**config.mk**
```make
export PLATFORM = sky130hd
export DESIGN_NAME = vend_controller_flat
export DESIGN_NICKNAME = d
export VERILOG_FILES = /design/src/rtl/vend_if.sv /design/src/rtl/vend_controller.sv /design/src/flat_wrapper.sv
export SDC_FILE = /design/constraint.sdc
export NUM_CORES = 1
export LEC_CHECK = 0
export ABC_AREA = 1
export BUFFER_PORTS_ARGS = -buffer_cell sky130_fd_sc_hd__buf_4
export CELL_PAD_IN_SITES_DETAIL_PLACEMENT = 1
export CELL_PAD_IN_SITES_GLOBAL_PLACEMENT = 1
export CORE_UTILIZATION = 40
export CTS_BUF_LIST = sky130_fd_sc_hd__clkbuf_16
export CTS_CLUSTER_DIAMETER = 30
export DETAILED_ROUTE_END_ITERATION = 6
export GPL_ROUTABILITY_DRIVEN = 0
export HOLD_SLACK_MARGIN = 0.12
export PLACE_DENSITY = 0.8
export SKIP_CTS_REPAIR_TIMING = 1
export SYNTH_ARGS = -nofsm -noshare
export SYNTH_HDL_FRONTEND = slang
export SYNTH_SLANG_ARGS = --single-unit
```
**constraint.sdc**
```tcl
create_clock -name clk -period 2.41 [get_ports clk]
set_input_delay 0.241 -clock clk [delete_from_list [all_inputs] [get_ports clk]]
set_output_delay 0.241 -clock clk [all_outputs]
set_load 0.05 [all_outputs]
```
**src/rtl/vend_if.sv**
```systemverilog
// vend_if: request/handshake and datapath-control bundle for vend_controller; cancel exists only when VEND_CANCEL_EN is defined
interface vend_if;
  logic item_valid;
  logic [1:0] item_req;
  logic coin_valid;
  logic [1:0] coin_code;
  logic lt, gt, eq;
  logic change_ack;
`ifdef VEND_CANCEL_EN
  logic cancel;
`endif
  logic ld_item, ld_price, ld_bal, ld_coin;
  logic [1:0] item_sel, coin_sel, bal_sel;
  logic item_ready, coin_ready, dispense, change_req, refund;
  modport master (
`ifdef VEND_CANCEL_EN
    output cancel,
`endif
    output item_valid, item_req, coin_valid, coin_code, lt, gt, eq, change_ack,
    input ld_item, ld_price, ld_bal, ld_coin, item_sel, coin_sel, bal_sel,
    input item_ready, coin_ready, dispense, change_req, refund
  );
  modport slave (
`ifdef VEND_CANCEL_EN
    input cancel,
`endif
    input item_valid, item_req, coin_valid, coin_code, lt, gt, eq, change_ack,
    output ld_item, ld_price, ld_bal, ld_coin, item_sel, coin_sel, bal_sel,
    output item_ready, coin_ready, dispense, change_req, refund
  );
endinterface

```
**src/rtl/vend_controller.sv**
```systemverilog
// vend_controller: vending-machine control FSM with inactivity-timeout refund; VEND_CANCEL_EN adds a cancel input
module vend_controller #(
  parameter int TIMEOUT_CYCLES = 1000,
  parameter int CNT_W = 16
) (
  input logic clk,
  input logic reset,
  vend_if.slave ctl
);
  typedef enum logic [3:0] {IDLE, PRICE, WAIT_COIN, ADD, CHECK, VEND, CHANGE, REFUND, CLEAR} state_t;
  state_t state_q, state_d;
  logic [CNT_W-1:0] timer_q, timer_d;
  logic bal_nz_q, bal_nz_d, change_due_q, change_due_d, quit;
  always_ff @(posedge clk) begin
    if (reset) begin
      state_q <= IDLE;
      timer_q <= '0;
      bal_nz_q <= 1'b0;
      change_due_q <= 1'b0;
    end else begin
      state_q <= state_d;
      timer_q <= timer_d;
      bal_nz_q <= bal_nz_d;
      change_due_q <= change_due_d;
    end
  end
`ifdef VEND_CANCEL_EN
  assign quit = ctl.cancel || timer_q == CNT_W'(TIMEOUT_CYCLES - 1);
`else
  assign quit = timer_q == CNT_W'(TIMEOUT_CYCLES - 1);
`endif
  always_comb begin
    state_d = state_q;
    timer_d = timer_q;
    bal_nz_d = bal_nz_q;
    change_due_d = change_due_q;
    ctl.ld_item = 1'b0;
    ctl.ld_price = 1'b0;
    ctl.ld_bal = 1'b0;
    ctl.ld_coin = 1'b0;
    ctl.item_sel = 2'd0;
    ctl.coin_sel = 2'd0;
    ctl.bal_sel = 2'd3;
    ctl.item_ready = state_q == IDLE;
    ctl.coin_ready = state_q == WAIT_COIN;
    ctl.dispense = state_q == VEND;
    ctl.change_req = state_q inside {CHANGE, REFUND};
    ctl.refund = state_q == REFUND;
    case (state_q)
      IDLE: if (ctl.item_valid) begin
        ctl.ld_item = 1'b1;
        ctl.item_sel = ctl.item_req;
        state_d = PRICE;
      end
      PRICE: begin
        ctl.ld_price = 1'b1;
        timer_d = '0;
        state_d = WAIT_COIN;
      end
      WAIT_COIN: if (ctl.coin_valid) begin
        ctl.ld_coin = 1'b1;
        ctl.coin_sel = ctl.coin_code;
        timer_d = '0;
        bal_nz_d = bal_nz_q || ctl.coin_code != 2'd0;
        state_d = ADD;
      end else if (quit) state_d = bal_nz_q ? REFUND : CLEAR;
      else timer_d = timer_q + 1'b1;
      ADD: begin
        ctl.ld_bal = 1'b1;
        ctl.bal_sel = 2'd1;
        state_d = CHECK;
      end
      CHECK: if (ctl.lt) begin
        timer_d = '0;
        state_d = WAIT_COIN;
      end else begin
        change_due_d = ctl.gt && !ctl.eq;
        state_d = VEND;
      end
      VEND: begin
        ctl.ld_bal = 1'b1;
        ctl.bal_sel = 2'd2;
        state_d = change_due_q ? CHANGE : CLEAR;
      end
      CHANGE, REFUND: if (ctl.change_ack) state_d = CLEAR;
      CLEAR: begin
        ctl.ld_bal = 1'b1;
        ctl.bal_sel = 2'd0;
        bal_nz_d = 1'b0;
        change_due_d = 1'b0;
        state_d = IDLE;
      end
      default: state_d = IDLE;
    endcase
  end
endmodule

```
**src/flat_wrapper.sv**
```systemverilog
// flat-port wrapper written by rule: the top's interface ports become plain ports
module vend_controller_flat 
#(
  parameter int TIMEOUT_CYCLES = 1000,
  parameter int CNT_W = 16
)
  (clk, reset, ctl_item_valid, ctl_item_req, ctl_coin_valid, ctl_coin_code, ctl_lt, ctl_gt, ctl_eq, ctl_change_ack, ctl_ld_item, ctl_ld_price, ctl_ld_bal, ctl_ld_coin, ctl_item_sel, ctl_coin_sel, ctl_bal_sel, ctl_item_ready, ctl_coin_ready, ctl_dispense, ctl_change_req, ctl_refund);
  vend_if ctl_i ();
  input logic clk;
  input logic reset;
  input wire logic [$bits(ctl_i.item_valid)-1:0] ctl_item_valid;
  input wire logic [$bits(ctl_i.item_req)-1:0] ctl_item_req;
  input wire logic [$bits(ctl_i.coin_valid)-1:0] ctl_coin_valid;
  input wire logic [$bits(ctl_i.coin_code)-1:0] ctl_coin_code;
  input wire logic [$bits(ctl_i.lt)-1:0] ctl_lt;
  input wire logic [$bits(ctl_i.gt)-1:0] ctl_gt;
  input wire logic [$bits(ctl_i.eq)-1:0] ctl_eq;
  input wire logic [$bits(ctl_i.change_ack)-1:0] ctl_change_ack;
  output wire logic [$bits(ctl_i.ld_item)-1:0] ctl_ld_item;
  output wire logic [$bits(ctl_i.ld_price)-1:0] ctl_ld_price;
  output wire logic [$bits(ctl_i.ld_bal)-1:0] ctl_ld_bal;
  output wire logic [$bits(ctl_i.ld_coin)-1:0] ctl_ld_coin;
  output wire logic [$bits(ctl_i.item_sel)-1:0] ctl_item_sel;
  output wire logic [$bits(ctl_i.coin_sel)-1:0] ctl_coin_sel;
  output wire logic [$bits(ctl_i.bal_sel)-1:0] ctl_bal_sel;
  output wire logic [$bits(ctl_i.item_ready)-1:0] ctl_item_ready;
  output wire logic [$bits(ctl_i.coin_ready)-1:0] ctl_coin_ready;
  output wire logic [$bits(ctl_i.dispense)-1:0] ctl_dispense;
  output wire logic [$bits(ctl_i.change_req)-1:0] ctl_change_req;
  output wire logic [$bits(ctl_i.refund)-1:0] ctl_refund;
  assign ctl_i.item_valid = ctl_item_valid;
  assign ctl_i.item_req = ctl_item_req;
  assign ctl_i.coin_valid = ctl_coin_valid;
  assign ctl_i.coin_code = ctl_coin_code;
  assign ctl_i.lt = ctl_lt;
  assign ctl_i.gt = ctl_gt;
  assign ctl_i.eq = ctl_eq;
  assign ctl_i.change_ack = ctl_change_ack;
  assign ctl_ld_item = ctl_i.ld_item;
  assign ctl_ld_price = ctl_i.ld_price;
  assign ctl_ld_bal = ctl_i.ld_bal;
  assign ctl_ld_coin = ctl_i.ld_coin;
  assign ctl_item_sel = ctl_i.item_sel;
  assign ctl_coin_sel = ctl_i.coin_sel;
  assign ctl_bal_sel = ctl_i.bal_sel;
  assign ctl_item_ready = ctl_i.item_ready;
  assign ctl_coin_ready = ctl_i.coin_ready;
  assign ctl_dispense = ctl_i.dispense;
  assign ctl_change_req = ctl_i.change_req;
  assign ctl_refund = ctl_i.refund;
  vend_controller #(.TIMEOUT_CYCLES(TIMEOUT_CYCLES), .CNT_W(CNT_W)) u_core (.clk(clk), .reset(reset), .ctl(ctl_i));
endmodule
```
==> out/results.ini <==
[sta]
fin_crit_ns = 1.84
worstMarginPinSlew_ns = 0.455
drv_slew = 0
rsz0062_at_grt = no
fin_tns_setup_ns = 0
setup_viol = 0
fmax_mhz = 544
finalCritPeriodShare_pct = 76.3
hold_ws_ns = 0.270
slew_headroom_pct = 69.4
finalHoldViolCount = 0
clock_skew_ns = 0.00252

[cells_and_area]
nets = 314
syn_to_final_growth_pct = 21.9
fin_cells = 348
drive_above_1_share_pct = 15.0
post-route-util_pct = 51.5
num_antenna_cells = 0

[synth]
syn_nets = 287
synth_seq_cells = 22
synthTopCellsByArea = dfxtp_1 28%, nand2_1 19%, nor2_1 11%
synth_area_per_cell_sq_um = 5.74
post-synth-top-count-cell = nand2_1
yosysWarnings = 0
ys_seq_area_share_pct = 28.0
ys_top_cells_by_count = 80 x nand2_1, 48 x nor2_1, 41 x inv_1
synth_top_area_share_pct = 28.0
synth_top_cell_by_area = dfxtp_1
netlist_instances = 274
ys_types = 25
synth_ff_type = dfxtp_1
async_flop_share_pct = 0
synth-edff-count = 0
synth_area_sq_um = 1570

[floorplanning]
pin_count = 27
coreArea_sq_um = 3720
dieArea_sq_um = 4180
die_y_um = 64.7
die_x_um = 64.7
rows = 22
start_util_pct = 42.3

[hold_path]
hold_end = u_core.timer_q[10]$_SDFFE_PP0P_
hold_class = input pin to register
whs_path_depth = 2
worstHoldStart = reset

[power_and_ir_drop]
p_leak_nw = 0.900
power_mw = 2.01
powerDensity_nw_per_um2 = 1050
ir_worst_vdd_mv = 0.676

[global_routing]
grt_overflow = 0
grt_max_degree = 18
track_usage_pct = 24.3
grt_pass1_wl_um = 7890
grt_pass1_vias = 1667
antenna_found_initial = 0

[critical_path]
arrival_ns = 1.60
startpoint_type = register
r2r-start = u_core.timer_q[0]$_SDFFE_PP0P_
r2r-end = u_core.timer_q[1]$_SDFFE_PP0P_
cp.required_ns = 2.17
crit_fanout = 5
critPathCaptureType = output pin
ff2ff_path_depth = 10
reg2reg_slack_ns = 0.63
critPathKind = register to output pin

[drt]
drt_wl_total_um = 4560
drc = 0
drt-wirelength-per-cell_um = 13.1
postRouteAntennaNets = 0
vias = 1704
vias_per_cell = 4.90
firstDrtPassIters = 4
drt_iter0_drc = 120

[clock_tree]
cts_buffers = 3
cts_sinks = 22
insertion_delay_ns = 0.25
max-clock-path-buffers = 2
clk_pin_slew_ns = 0.06
cts_tree = done
cts_root_buf = clkbuf_16
h-tree-depth = 1

[run_status]
status = complete, no violations

[placement]
place_hpwl_um = 3540
dp.cells = 344
port_buffers = 26

[run]
drv_cap = 0

==> flip-flops by register name, summed over array words and instances (netlist names) <==
signal and count:
u_core.state_q 4, u_core.change_due_q 1, u_core.timer_q 16, u_core.bal_nz_q 1
==> area by class of cell <==
class,instances,area (sq um)
inverter,46,175
clock inverter,1,30.0
sequential,22,440
tap,48,60.1
timing repair buffer,26,195
fill,548,1800
multi-input combinational,202,940
clock buffer,3,75.1
==> worst max path at each step <==
| stage | startpoint | end | slack (ns) | cells after the start |
|---|---|---|---|---|
| after floorplan | u_core.state_q[0]$_SDFFE_PP0P_ | ctl_item_sel[0] | 0.04 | 5 |
| after global placement | u_core.timer_q[0]$_SDFFE_PP0P_ | u_core.timer_q[11]$_SDFFE_PP0P_ | 0.77 | 10 |
| after detailed placement | u_core.timer_q[0]$_SDFFE_PP0P_ | u_core.timer_q[1]$_SDFFE_PP0P_ | 0.71 | 10 |
| after CTS | u_core.state_q[0]$_SDFFE_PP0P_ | ctl_bal_sel[1] | 0.57 | 7 |
| after global routing | u_core.timer_q[0]$_SDFFE_PP0P_ | u_core.timer_q[1]$_SDFFE_PP0P_ | 0.43 | 10 |
| final | u_core.state_q[0]$_SDFFE_PP0P_ | ctl_bal_sel[1] | 0.57 | 7 |
==> routing by layer <==
metal  up-vias  GRT usage [%]  share of wire [%]
met2        25           38.2                 43
met5         -              0                  0
met1       770           34.9                 54
met4         0           3.89               0.37
met3         2           4.23                2.6
li1        907              -                  -
==> cells by family after synthesis <==
group,after synthesis,synth area share (%)
flip-flops,22,28.0
buffers and inverters,50,12.7
AO/OA/AOI/OAI,23,7.80
adder cells (fa/ha/maj),1,0.796
AND/OR/NAND/NOR,178,50.7
==> through the flow <==
step | setup slack (ns) | area [sq um]
after global routing | 0.428 | 1920
final | 0.571 | 1920
after global placement | 0.771 | 1810
after CTS | 0.570 | 1920
after detailed placement | 0.710 | 1810
after floorplan | 0.0400 | 1580
==> power by group <==
| part | total (mW) | internal (mW) | switching [mW] | leakage, nW |
|---|---|---|---|---|
| clock network | 0.464 | 0.330 | 0.134 | 0.0511 |
| registers | 0.468 | 0.415 | 0.0536 | 0.179 |
| logic | 1.08 | 0.305 | 0.771 | 0.671 |
| total | 2.01 | 1.05 | 0.958 | 0.900 |
==> layout by cell type (no fill, tap or decap) <==
cell type and n:
clkinv_1 2, nor3b_1 1, ha_1 1, nand3_4 2
clkbuf_16 3, o21ai_0 8, nor2_4 2, bufinv_16 1
nor2_2 3, nor2_1 47, a211oi_1 1, nand3_1 29
nand2_2 3, a21oi_1 12, dfxtp_1 22, nor3_1 2
inv_1 41, nor2_8 1, inv_2 2, nand4_1 7
inv_4 1, buf_4 26, nand2_1 80, o21bai_1 2
or2_2 1
==> worst max-delay path, stage by stage (launching register included) <==
cell	delay, ns
dfxtp_1	0.32
inv_1	0.16
nand2_1	0.12
nor3_1	0.38
nor2_4	0.05
nand2_1	0.08
nand2_1	0.05
buf_4	0.18
Power figures use the tool's default switching activity.
